--- config.mk ---
export PLATFORM = sky130hd
export DESIGN_NAME = dram_ras_cas_ctrl
export DESIGN_NICKNAME = d
export VERILOG_FILES = /design/src/rtl/dram_ras_cas_ctrl_pkg.sv /design/src/rtl/dram_ras_cas_ctrl_sync_chain.sv /design/src/rtl/dram_ras_cas_ctrl.sv
export SDC_FILE = /design/constraint.sdc
export NUM_CORES = 1
export LEC_CHECK = 0
export CORE_UTILIZATION = 50
export DETAILED_ROUTE_END_ITERATION = 8
export GPL_TIMING_DRIVEN = 0
export MAX_ROUTING_LAYER = met4
export PLACE_DENSITY = 0.75
export RECOVER_POWER = 100
export SLEW_MARGIN = 20
export SYNTH_ARGS = -nofsm -noshare
export SYNTH_HDL_FRONTEND = slang
export SYNTH_SLANG_ARGS = --single-unit
--- constraint.sdc ---
create_clock -name clk -period 2.3 [get_ports clk]
set_clock_uncertainty 0.15 [all_clocks]
set_input_delay 0.46 -clock clk [delete_from_list [all_inputs] [get_ports clk]]
set_output_delay 0.46 -clock clk [all_outputs]
set_load 0.05 [all_outputs]
--- src/rtl/dram_ras_cas_ctrl_pkg.sv ---
// Shared definitions for the VG8020 DRAM nRAS/nCAS/MUX controller.
package dram_pkg;

   localparam int unsigned NBANKS_MAX = 8;

   typedef enum logic [2:0] {
      ST_IDLE,
      ST_ROW,
      ST_COL,
      ST_CAS,
      ST_PRE,
      ST_RFSH
   } state_t;

   // Counter holds a load value of (T - 1), so log2 of the largest T suffices.
   function automatic int unsigned cnt_width(input int unsigned max_t);
      int unsigned w;
      w = $clog2(max_t);
      if (w < 1) w = 1;
      return w;
   endfunction

endpackage

--- src/rtl/dram_ras_cas_ctrl_sync_chain.sv ---
// Reset-to-1 synchroniser chain for active-low control bundles; STAGES=0 is a pass-through.
module sync_chain #(
   parameter int unsigned WIDTH  = 1,
   parameter int unsigned STAGES = 2
) (
   input  logic             i_clk,
   input  logic             i_nreset,
   input  logic [WIDTH-1:0] i_d,
   output logic [WIDTH-1:0] o_q
);

   generate
      if (STAGES == 0) begin : g_pass
         assign o_q = i_d;
      end else begin : g_sync
         logic [WIDTH-1:0] r_stage [STAGES];

         always_ff @(posedge i_clk or negedge i_nreset) begin
            if (!i_nreset) begin
               for (int unsigned i = 0; i < STAGES; i++) r_stage[i] <= '1;
            end else begin
               r_stage[0] <= i_d;
               for (int unsigned i = 1; i < STAGES; i++) r_stage[i] <= r_stage[i-1];
            end
         end

         assign o_q = r_stage[STAGES-1];
      end
   endgenerate

endmodule

--- src/rtl/dram_ras_cas_ctrl.sv ---
// Clocked nRAS -> MUX -> nCAS sequencer with RAS-only refresh and enforced precharge.
module dram_ras_cas_ctrl
   import dram_pkg::*;
#(
   parameter int unsigned NBANKS      = 2,
   parameter int unsigned SYNC_STAGES = 2,
   parameter int unsigned T_RAS_MUX   = 1,
   parameter int unsigned T_MUX_CAS   = 1,
   parameter int unsigned T_RP        = 2,
   parameter int unsigned T_RFSH      = 3
) (
   input  logic              clk,
   input  logic              nreset,
   input  logic              nmreq,
   input  logic              nrfsh,
   input  logic [NBANKS-1:0] nsel,
   output logic [NBANKS-1:0] nras,
   output logic [NBANKS-1:0] ncas,
   output logic              mux,
   output logic              busy
);

   localparam int unsigned TMAX_A = (T_RAS_MUX > T_MUX_CAS) ? T_RAS_MUX : T_MUX_CAS;
   localparam int unsigned TMAX_B = (T_RP > T_RFSH) ? T_RP : T_RFSH;
   localparam int unsigned TMAX   = (TMAX_A > TMAX_B) ? TMAX_A : TMAX_B;
   localparam int unsigned CW     = cnt_width(TMAX);
   localparam int unsigned BW     = (NBANKS > 1) ? $clog2(NBANKS) : 1;

   localparam logic [CW-1:0] LD_RAS_MUX = CW'(T_RAS_MUX - 1);
   localparam logic [CW-1:0] LD_MUX_CAS = CW'(T_MUX_CAS - 1);
   localparam logic [CW-1:0] LD_RP      = CW'(T_RP - 1);
   localparam logic [CW-1:0] LD_RFSH    = CW'(T_RFSH - 1);

   logic [NBANKS+1:0] w_sync_in;
   logic [NBANKS+1:0] w_sync_out;
   logic              w_s_nmreq;
   logic              w_s_nrfsh;
   logic [NBANKS-1:0] w_s_nsel;

   state_t            r_state;
   state_t            w_state_nxt;
   logic [CW-1:0]     r_cnt;
   logic [CW-1:0]     w_cnt_nxt;
   logic [BW-1:0]     r_bank;
   logic [BW-1:0]     w_bank_nxt;
   logic              w_sel_any;
   logic [BW-1:0]     w_sel_idx;

   logic [NBANKS-1:0] w_nras_nxt;
   logic [NBANKS-1:0] w_ncas_nxt;
   logic              w_mux_nxt;
   logic              w_busy_nxt;

   assign w_sync_in = {nmreq, nrfsh, nsel};

   sync_chain #(
      .WIDTH  (NBANKS + 2),
      .STAGES (SYNC_STAGES)
   ) u_sync (
      .i_clk    (clk),
      .i_nreset (nreset),
      .i_d      (w_sync_in),
      .o_q      (w_sync_out)
   );

   assign w_s_nmreq = w_sync_out[NBANKS+1];
   assign w_s_nrfsh = w_sync_out[NBANKS];
   assign w_s_nsel  = w_sync_out[NBANKS-1:0];

   // Scan downwards so the lowest selected index is the one left standing.
   always_comb begin
      w_sel_any = 1'b0;
      w_sel_idx = '0;
      for (int unsigned i = NBANKS; i > 0; i--) begin
         if (!w_s_nsel[i-1]) begin
            w_sel_any = 1'b1;
            w_sel_idx = BW'(i - 1);
         end
      end
   end

   always_ff @(posedge clk or negedge nreset) begin
      if (!nreset) begin
         r_state <= ST_IDLE;
         r_cnt   <= '0;
         r_bank  <= '0;
      end else begin
         r_state <= w_state_nxt;
         r_cnt   <= w_cnt_nxt;
         r_bank  <= w_bank_nxt;
      end
   end

   always_comb begin
      w_state_nxt = r_state;
      w_bank_nxt  = r_bank;
      w_cnt_nxt   = (r_cnt != '0) ? r_cnt - CW'(1) : r_cnt;
      case (r_state)
         ST_IDLE: begin
            if (!w_s_nmreq && !w_s_nrfsh) begin
               w_state_nxt = ST_RFSH;
               w_cnt_nxt   = LD_RFSH;
            end else if (!w_s_nmreq && w_sel_any) begin
               w_state_nxt = ST_ROW;
               w_bank_nxt  = w_sel_idx;
               w_cnt_nxt   = LD_RAS_MUX;
            end
         end
         ST_ROW: begin
            if (w_s_nmreq) begin
               w_state_nxt = ST_PRE;
               w_cnt_nxt   = LD_RP;
            end else if (r_cnt == '0) begin
               w_state_nxt = ST_COL;
               w_cnt_nxt   = LD_MUX_CAS;
            end
         end
         ST_COL: begin
            if (w_s_nmreq) begin
               w_state_nxt = ST_PRE;
               w_cnt_nxt   = LD_RP;
            end else if (r_cnt == '0) begin
               w_state_nxt = ST_CAS;
            end
         end
         ST_CAS: begin
            if (w_s_nmreq) begin
               w_state_nxt = ST_PRE;
               w_cnt_nxt   = LD_RP;
            end
         end
         ST_PRE: begin
            if (r_cnt == '0) w_state_nxt = ST_IDLE;
         end
         ST_RFSH: begin
            if (r_cnt == '0) begin
               w_state_nxt = ST_PRE;
               w_cnt_nxt   = LD_RP;
            end
         end
         default: w_state_nxt = ST_IDLE;
      endcase
   end

   // Outputs decoded from the next state and registered, so they move with the state flops.
   always_comb begin
      w_nras_nxt = '1;
      w_ncas_nxt = '1;
      w_mux_nxt  = 1'b0;
      w_busy_nxt = (w_state_nxt != ST_IDLE);
      case (w_state_nxt)
         ST_ROW:  w_nras_nxt[w_bank_nxt] = 1'b0;
         ST_COL: begin
            w_nras_nxt[w_bank_nxt] = 1'b0;
            w_mux_nxt              = 1'b1;
         end
         ST_CAS: begin
            w_nras_nxt[w_bank_nxt] = 1'b0;
            w_ncas_nxt[w_bank_nxt] = 1'b0;
            w_mux_nxt              = 1'b1;
         end
         ST_RFSH: w_nras_nxt = '0;
         default: ;
      endcase
   end

   always_ff @(posedge clk or negedge nreset) begin
      if (!nreset) begin
         nras <= '1;
         ncas <= '1;
         mux  <= 1'b0;
         busy <= 1'b0;
      end else begin
         nras <= w_nras_nxt;
         ncas <= w_ncas_nxt;
         mux  <= w_mux_nxt;
         busy <= w_busy_nxt;
      end
   end

endmodule
==> Word-level counts from Yosys, hierarchy flattened <==
Cells that the tools add are included.
{ "word_totals": {"regBits": 20} }
{ "op_classes": {"n_reduce_logical": 12, "muxes": 29, "n_addsub": 1, "bitwise_logic": 1, "n_lt_le_gt_ge": 2, "n_eq_ne": 9} }
{ "ops": {"columns": ["cell", "n"], "rows": [
  ["3-bit two-way mux", 9],
  ["3-bit one-hot mux with 6 select lines", 1],
  ["2-bit two-way mux", 8],
  ["3-bit by 2-bit == test with 1-bit output (second input constant)", 4],
  ["3-bit == test (second input constant)", 3],
  ["1-bit two-way mux", 8],
  ["2-bit one-hot mux with 4 select lines", 1],
  ["3-bit by 1-bit == test with 1-bit output (second input constant)", 2],
  ["2-bit one-hot mux with 2 select lines", 1],
  ["2-bit OR reduction", 2],
  ["1-bit logical AND", 3],
  ["3-bit zero test", 1],
  ["3-bit nonzero test", 1],
  ["3-bit OR reduction", 1],
  ["1-bit zero test", 2],
  ["2-bit zero test", 1],
  ["1-bit by 2-bit < comparator with 1-bit output (second input constant)", 1],
  ["2-bit inverter", 1],
  ["2-bit nonzero test", 1],
  ["2-bit by 1-bit subtractor with 2-bit output (second input constant)", 1],
  ["1-bit demux with 1-bit select", 1],
  ["1-bit greater-or-equal comparator (second input constant)", 1]
]} }

==> Logic depth before layout (Yosys ltp) <==
{ "depth": {"depth_word": 12, "ltp_mapped": 6, "depth_no_buf": 5} }

==> By module <==
Synthesis repeated with hierarchy kept, for this count alone.
{ "unflattened": {"hier_cells": 72, "hier_area_um2": 833.3} }
{ "by_module_without_submodules": {"columns": ["mod", "n_inst", "seq_area_each_um2", "area_per_inst_um2", "cells_per_inst"], "rows": [
  ["dram_ras_cas_ctrl", 1, 305.3, 593.1, 60],
  ["sync_chain", 1, 210.2, 240.2, 12]
]} }

==> Worst setup path after synthesis <==
Ideal clock, no wire load.
{ "synth_path": {"kind": "register to register", "start": "register u_sync.g_sync.r_stage (netlist bit u_sync.o_q[3])", "end": "register nras[1]", "stages_incl_launch_ff": 6, "n_path_buf": 1, "synth_period_minus_slack_ns": 1.660, "setup_time_ns": 0.077, "t_arrival_ns": 1.433, "path_slack_ns": 0.640, "path_cell_list": "dfstp_2 > buf_6 > or4_4 > nor3b_2 > o22ai_2 > a21o_1"} }
{ "synth_between": {"elab_chain_len": 11, "elab_cells_between_ends": 24, "cone_classes": "order compare: 2; eq/ne: 4; mux: 12; bitwise: 1; reduce/logical: 5"} }
{ "synth_rtl": {"columns": ["item", "line", "rtl"], "rows": [
  ["start: declaration", "dram_ras_cas_ctrl_sync_chain.sv:16", "logic [WIDTH-1:0] r_stage [STAGES];"],
  ["1-bit zero test", "dram_ras_cas_ctrl.sv:100, dram_ras_cas_ctrl.sv:103", null],
  ["1-bit logical AND", "dram_ras_cas_ctrl.sv:103", "end else if (!w_s_nmreq && w_sel_any) begin"],
  ["1-bit two-way mux", "dram_ras_cas_ctrl.sv:103", null],
  ["1-bit two-way mux", "dram_ras_cas_ctrl.sv:100", "if (!w_s_nmreq && !w_s_nrfsh) begin"],
  ["1-bit two-way mux", "dram_ras_cas_ctrl.sv:98", "case (r_state)"],
  ["1-bit by 2-bit < comparator with 1-bit output (implied by the code) / 1-bit greater-or-equal comparator (equally long branches)", "dram_ras_cas_ctrl.sv:152, dram_ras_cas_ctrl.sv:154, dram_ras_cas_ctrl.sv:158", null],
  ["1-bit logical AND (implied by the code)", "dram_ras_cas_ctrl.sv:152, dram_ras_cas_ctrl.sv:154, dram_ras_cas_ctrl.sv:158", null],
  ["1-bit two-way mux (implied by the code)", "dram_ras_cas_ctrl.sv:152, dram_ras_cas_ctrl.sv:154, dram_ras_cas_ctrl.sv:158", null],
  ["1-bit demux with 1-bit select", "dram_ras_cas_ctrl.sv:152, dram_ras_cas_ctrl.sv:154, dram_ras_cas_ctrl.sv:158", null],
  ["2-bit inverter (no source line)", null, null],
  ["2-bit one-hot mux with 2 select lines *", "dram_ras_cas_ctrl.sv:151", "case (w_state_nxt)"],
  ["net w_nras_nxt[1]", "dram_ras_cas_ctrl.sv:49", "logic [NBANKS-1:0] w_nras_nxt;"],
  ["end signal: assignment", "dram_ras_cas_ctrl.sv:174", "nras <= w_nras_nxt;"],
  ["end: declaration", "dram_ras_cas_ctrl.sv:17", "output logic [NBANKS-1:0] nras,"]
]} }
Mark *: on every way through the listed nets, which the timed path passes. The rest lies on a longest branch.

==> Worst setup path after layout <==
{ "layout_path": {"start": "register ncas[1]", "end": "output port ncas[1]"} }
{ "layout_rtl": {"columns": ["item", "line", "rtl"], "rows": [
  ["start: declaration", "dram_ras_cas_ctrl.sv:18", "output logic [NBANKS-1:0] ncas,"],
  ["start signal: assignment", "dram_ras_cas_ctrl.sv:175", "ncas <= w_ncas_nxt;"]
]} }
No word-level cell between the ends.

==> impl_metrics.csv <==
group,metric,value,unit
cts,clk_path_buf_depth,2,
yosys,synth_area_leaders,"dfstp_2, dfrtp_1, a21oi_1",
yosys,synthArstFlopShare,1.000,
setup_path,r2r_cells,6,
yosys,syn-cell-area,803.3,sq um
yosys,synth_top_family_by_area,"simple AND/OR/NAND/NOR gates",
cts,numCtsBuffers,3,
routing,antenna_left,0,
yosys,yosysMostFrequentCell,"dfstp_2",
status,status,"complete, no violations",
floorplanning,die_h,42.08,um
cts,path_clk_slew,0.11,ns
cts,clkSinkCount,20,
power,leakage,0.3948,nW
min_path,holdPathStages,0,
global_route,grt_pass1_vias,490,
floorplanning,die_w,42.08,um
sta,slew_headroom,0.4425,
yosys,synth_mux_area_frac,0,
setup_path,crit_fanout,1,
routing,drc_errors,0,
layout,final_nets,90,
layout,fin_util,0.6362,
floorplanning,ios,12,
sta,layout_setup_ws,0.09110,ns
placed_design,hpwl,881.8,um
global_route,antenna_found_initial,0,
floorplanning,die_area,1771,sq um
setup_path,critPathKind,"flip-flop to primary output",
yosys,syn_area_per_cell,11.81,sq um
routing,first_pass_iters,4,
yosys,synthAdderAreaFrac,0,
global_route,grt_max_degree,21,
yosys,synth-seq-area-share,0.6417,
cts,cts_tree,"yes",
yosys,synth_edf_count,0,
global_route,grt_pass1_wl,2021,um
layout,drive_gt1_frac,0.2410,
sta,slew_violations,0,
layout,n_antenna_cell,0,
cts,post_cts_buffers,0,
setup_path,startpoint_type,"flip-flop",
routing,wl_per_cell,12.21,um
sta,rsz0062_at_grt,"false",
floorplanning,fp-row-count,14,
setup_path,cpPeakStageDelay,0.79,ns
sta,worst_pin_slew,0.8334,ns
power,powerDensity,1200,nW/um^2
routing,via_count,557,
global_route,gr-total-overflow,0,
cts,hold_buffers,0,
layout,multi_input_comb_area,246.5,sq um
yosys,synth_xor_area_frac,0,
setup_path,regToRegSetupSlack,0.33,ns
sta,fmax,452.7,MHz
cts,ctsResizeCount,0,
sta,tns,0,ns
yosys,ys_top_cells_by_count,"dfstp_2, dfrtp_1, a21oi_1",
routing,drtIter0Drc,13,
yosys,yosysWarnings,0,
sta,hold_ws,0.2123,ns
placed_design,io_buffers,11,
min_path,worstHoldStart,"u_sync.g_sync.r_stage[7]$_DFF_PN1_",
setup_path,crit_buf_inv,1,
cts,clock_latency,0.29,ns
yosys,synth_compound_area_frac,0.1542,
setup_path,arrival,1.60,ns
layout,n_fill_cell,126,
setup_path,slowest_stage,"clkdlybuf4s50_1",
setup_path,critPathTopFamily,"buffers and inverters",
yosys,ys_seq_elements,20,
placed_design,place.gp.congestion,0.7587,
setup_path,cp.required,1.69,ns
flow_run,maxCapViolations,0,
sta,hold_violations,0,
yosys,synth_cell_types,30,
layout,seq_area,515.5,sq um
cts,cts-root-buf,"clkbuf_4",
yosys,synthDominantCellAreaShare,0.3925,
power,vdd_ir_drop_max,0.6362,mV
cts,htreeDepth,1,
yosys,synth_simple_gate_area_frac,0.1651,
setup_path,endpoint_kind,"primary output",
sta,post-route-period-util,0.9604,
sta,finalSetupViolations,0,
routing,routed_wl,1209,um
yosys,netlist_instances,68,
routing,viasPerCell,5.626,
layout,area_growth,19.31,%
min_path,hold_class,"flip-flop to flip-flop",
setup_path,worstPathCellList,"clkdlybuf4s50_1",
setup_path,r2r-end,"nras[0]$_DFF_PN1_",
floorplanning,core,1506,sq um
yosys,yosys.area.top_type,"dfstp_2",
min_path,min_delay_worst_endpoint,"u_sync.o_q[3]$_DFF_PN1_",
setup_path,r2r_start,"r_state[0]$_DFF_PN0_",
floorplanning,start_util,0.5332,
yosys,synth_flop_cell,"dfstp_2",
yosys,syn-num-nets,74,
global_route,gr-usage-all-layers,0.1586,
placed_design,preCtsSetupSlack,0.4035,ns
sta,period_needed,2.209,ns
layout make-up:
class,instances,share of cell area
sequential,20,0.5379
multi-input combinational,42,0.2572
timing repair buffer,11,0.1149
clock buffer,4,0.03786
buffer,4,0.02350
tap,16,0.02089
inverter,2,0.007833
power by group:
group | switching, mW | internal [mW] | total [mW] | leakage [nW]
Clock | 0.0970 | 0.0963 | 0.193 | 0.0210
Combinational | 0.305 | 0.166 | 0.471 | 0.146
Sequential | 0.0391 | 0.446 | 0.486 | 0.228
metal layers:
layer,routed length (um),GRT usage,up-vias
li1,-,-,274
met1,583,0.1844,271
met2,572,0.2594,12
met3,52,0.03879,0
met4,0,0.07500,0
met5,0,-,-
through the flow:
step                      instances  total power [mW]  cell area (sq um)
after floorplan                  68            0.8553              803.3
after global routing             99             1.225              958.4
after detailed placement         95            0.9840              933.4
final                            99             1.150              958.4
after global placement           95            0.9759              933.4
after CTS                        99             1.181              969.7
worst max path at each step:
| stage | to | cells past startpoint | slack, ns | startpoint |
|---|---|---|---|---|
| 6_report | ncas[1] | 1 | 0.09 | ncas[1]$_DFF_PN1_ |
| 5_1_grt | ncas[0] | 1 | 0.05 | ncas[0]$_DFF_PN1_ |
| 4_1_cts | ncas[1] | 1 | 0.07 | ncas[1]$_DFF_PN1_ |
| 3_5_place_dp | ncas[1] | 1 | 0.40 | ncas[1]$_DFF_PN1_ |
| 3_3_place_gp | nras[1] | 1 | 0.41 | nras[1]$_DFF_PN1_ |
| 2_1_floorplan | nras[1]$_DFF_PN1_ | 5 | 0.64 | u_sync.o_q[3]$_DFF_PN1_ |
cells in the final DEF, fill, tap and decap left out, drive strengths merged:
master and instances:
and2 1, or4 2, nor2 3, dfrtp 8, o21ai 4, o22ai 3, nand3 1, nor3 2
nand2b 1, nor2b 1, a21o 3, inv 1, o21a 1, clkbuf 7, nand2 4, a22oi 1
a31oi 1, nor4 1, a21oi 7, nand4 2, dlygate4sd3 7, or3b 1, or2 1, clkdlybuf4s50 4
nor3b 2, buf 1, dfstp 12, clkinv 1
kinds of logic after synthesis:
family	count (synthesis)
buf+inv	6
compound gates	20
flops	20
simple gates	22
sequential cells by signal, indices dropped and copies added (netlist names):
| signal | cells |
|---|---|
| u_sync.g_sync.r_stage | 4 |
| u_sync.o_q | 4 |
| r_state | 3 |
| ncas | 2 |
| nras | 2 |
| r_cnt | 2 |
| busy | 1 |
| mux | 1 |
| r_bank | 1 |
Note: power is estimated with default switching activity, not from simulation.
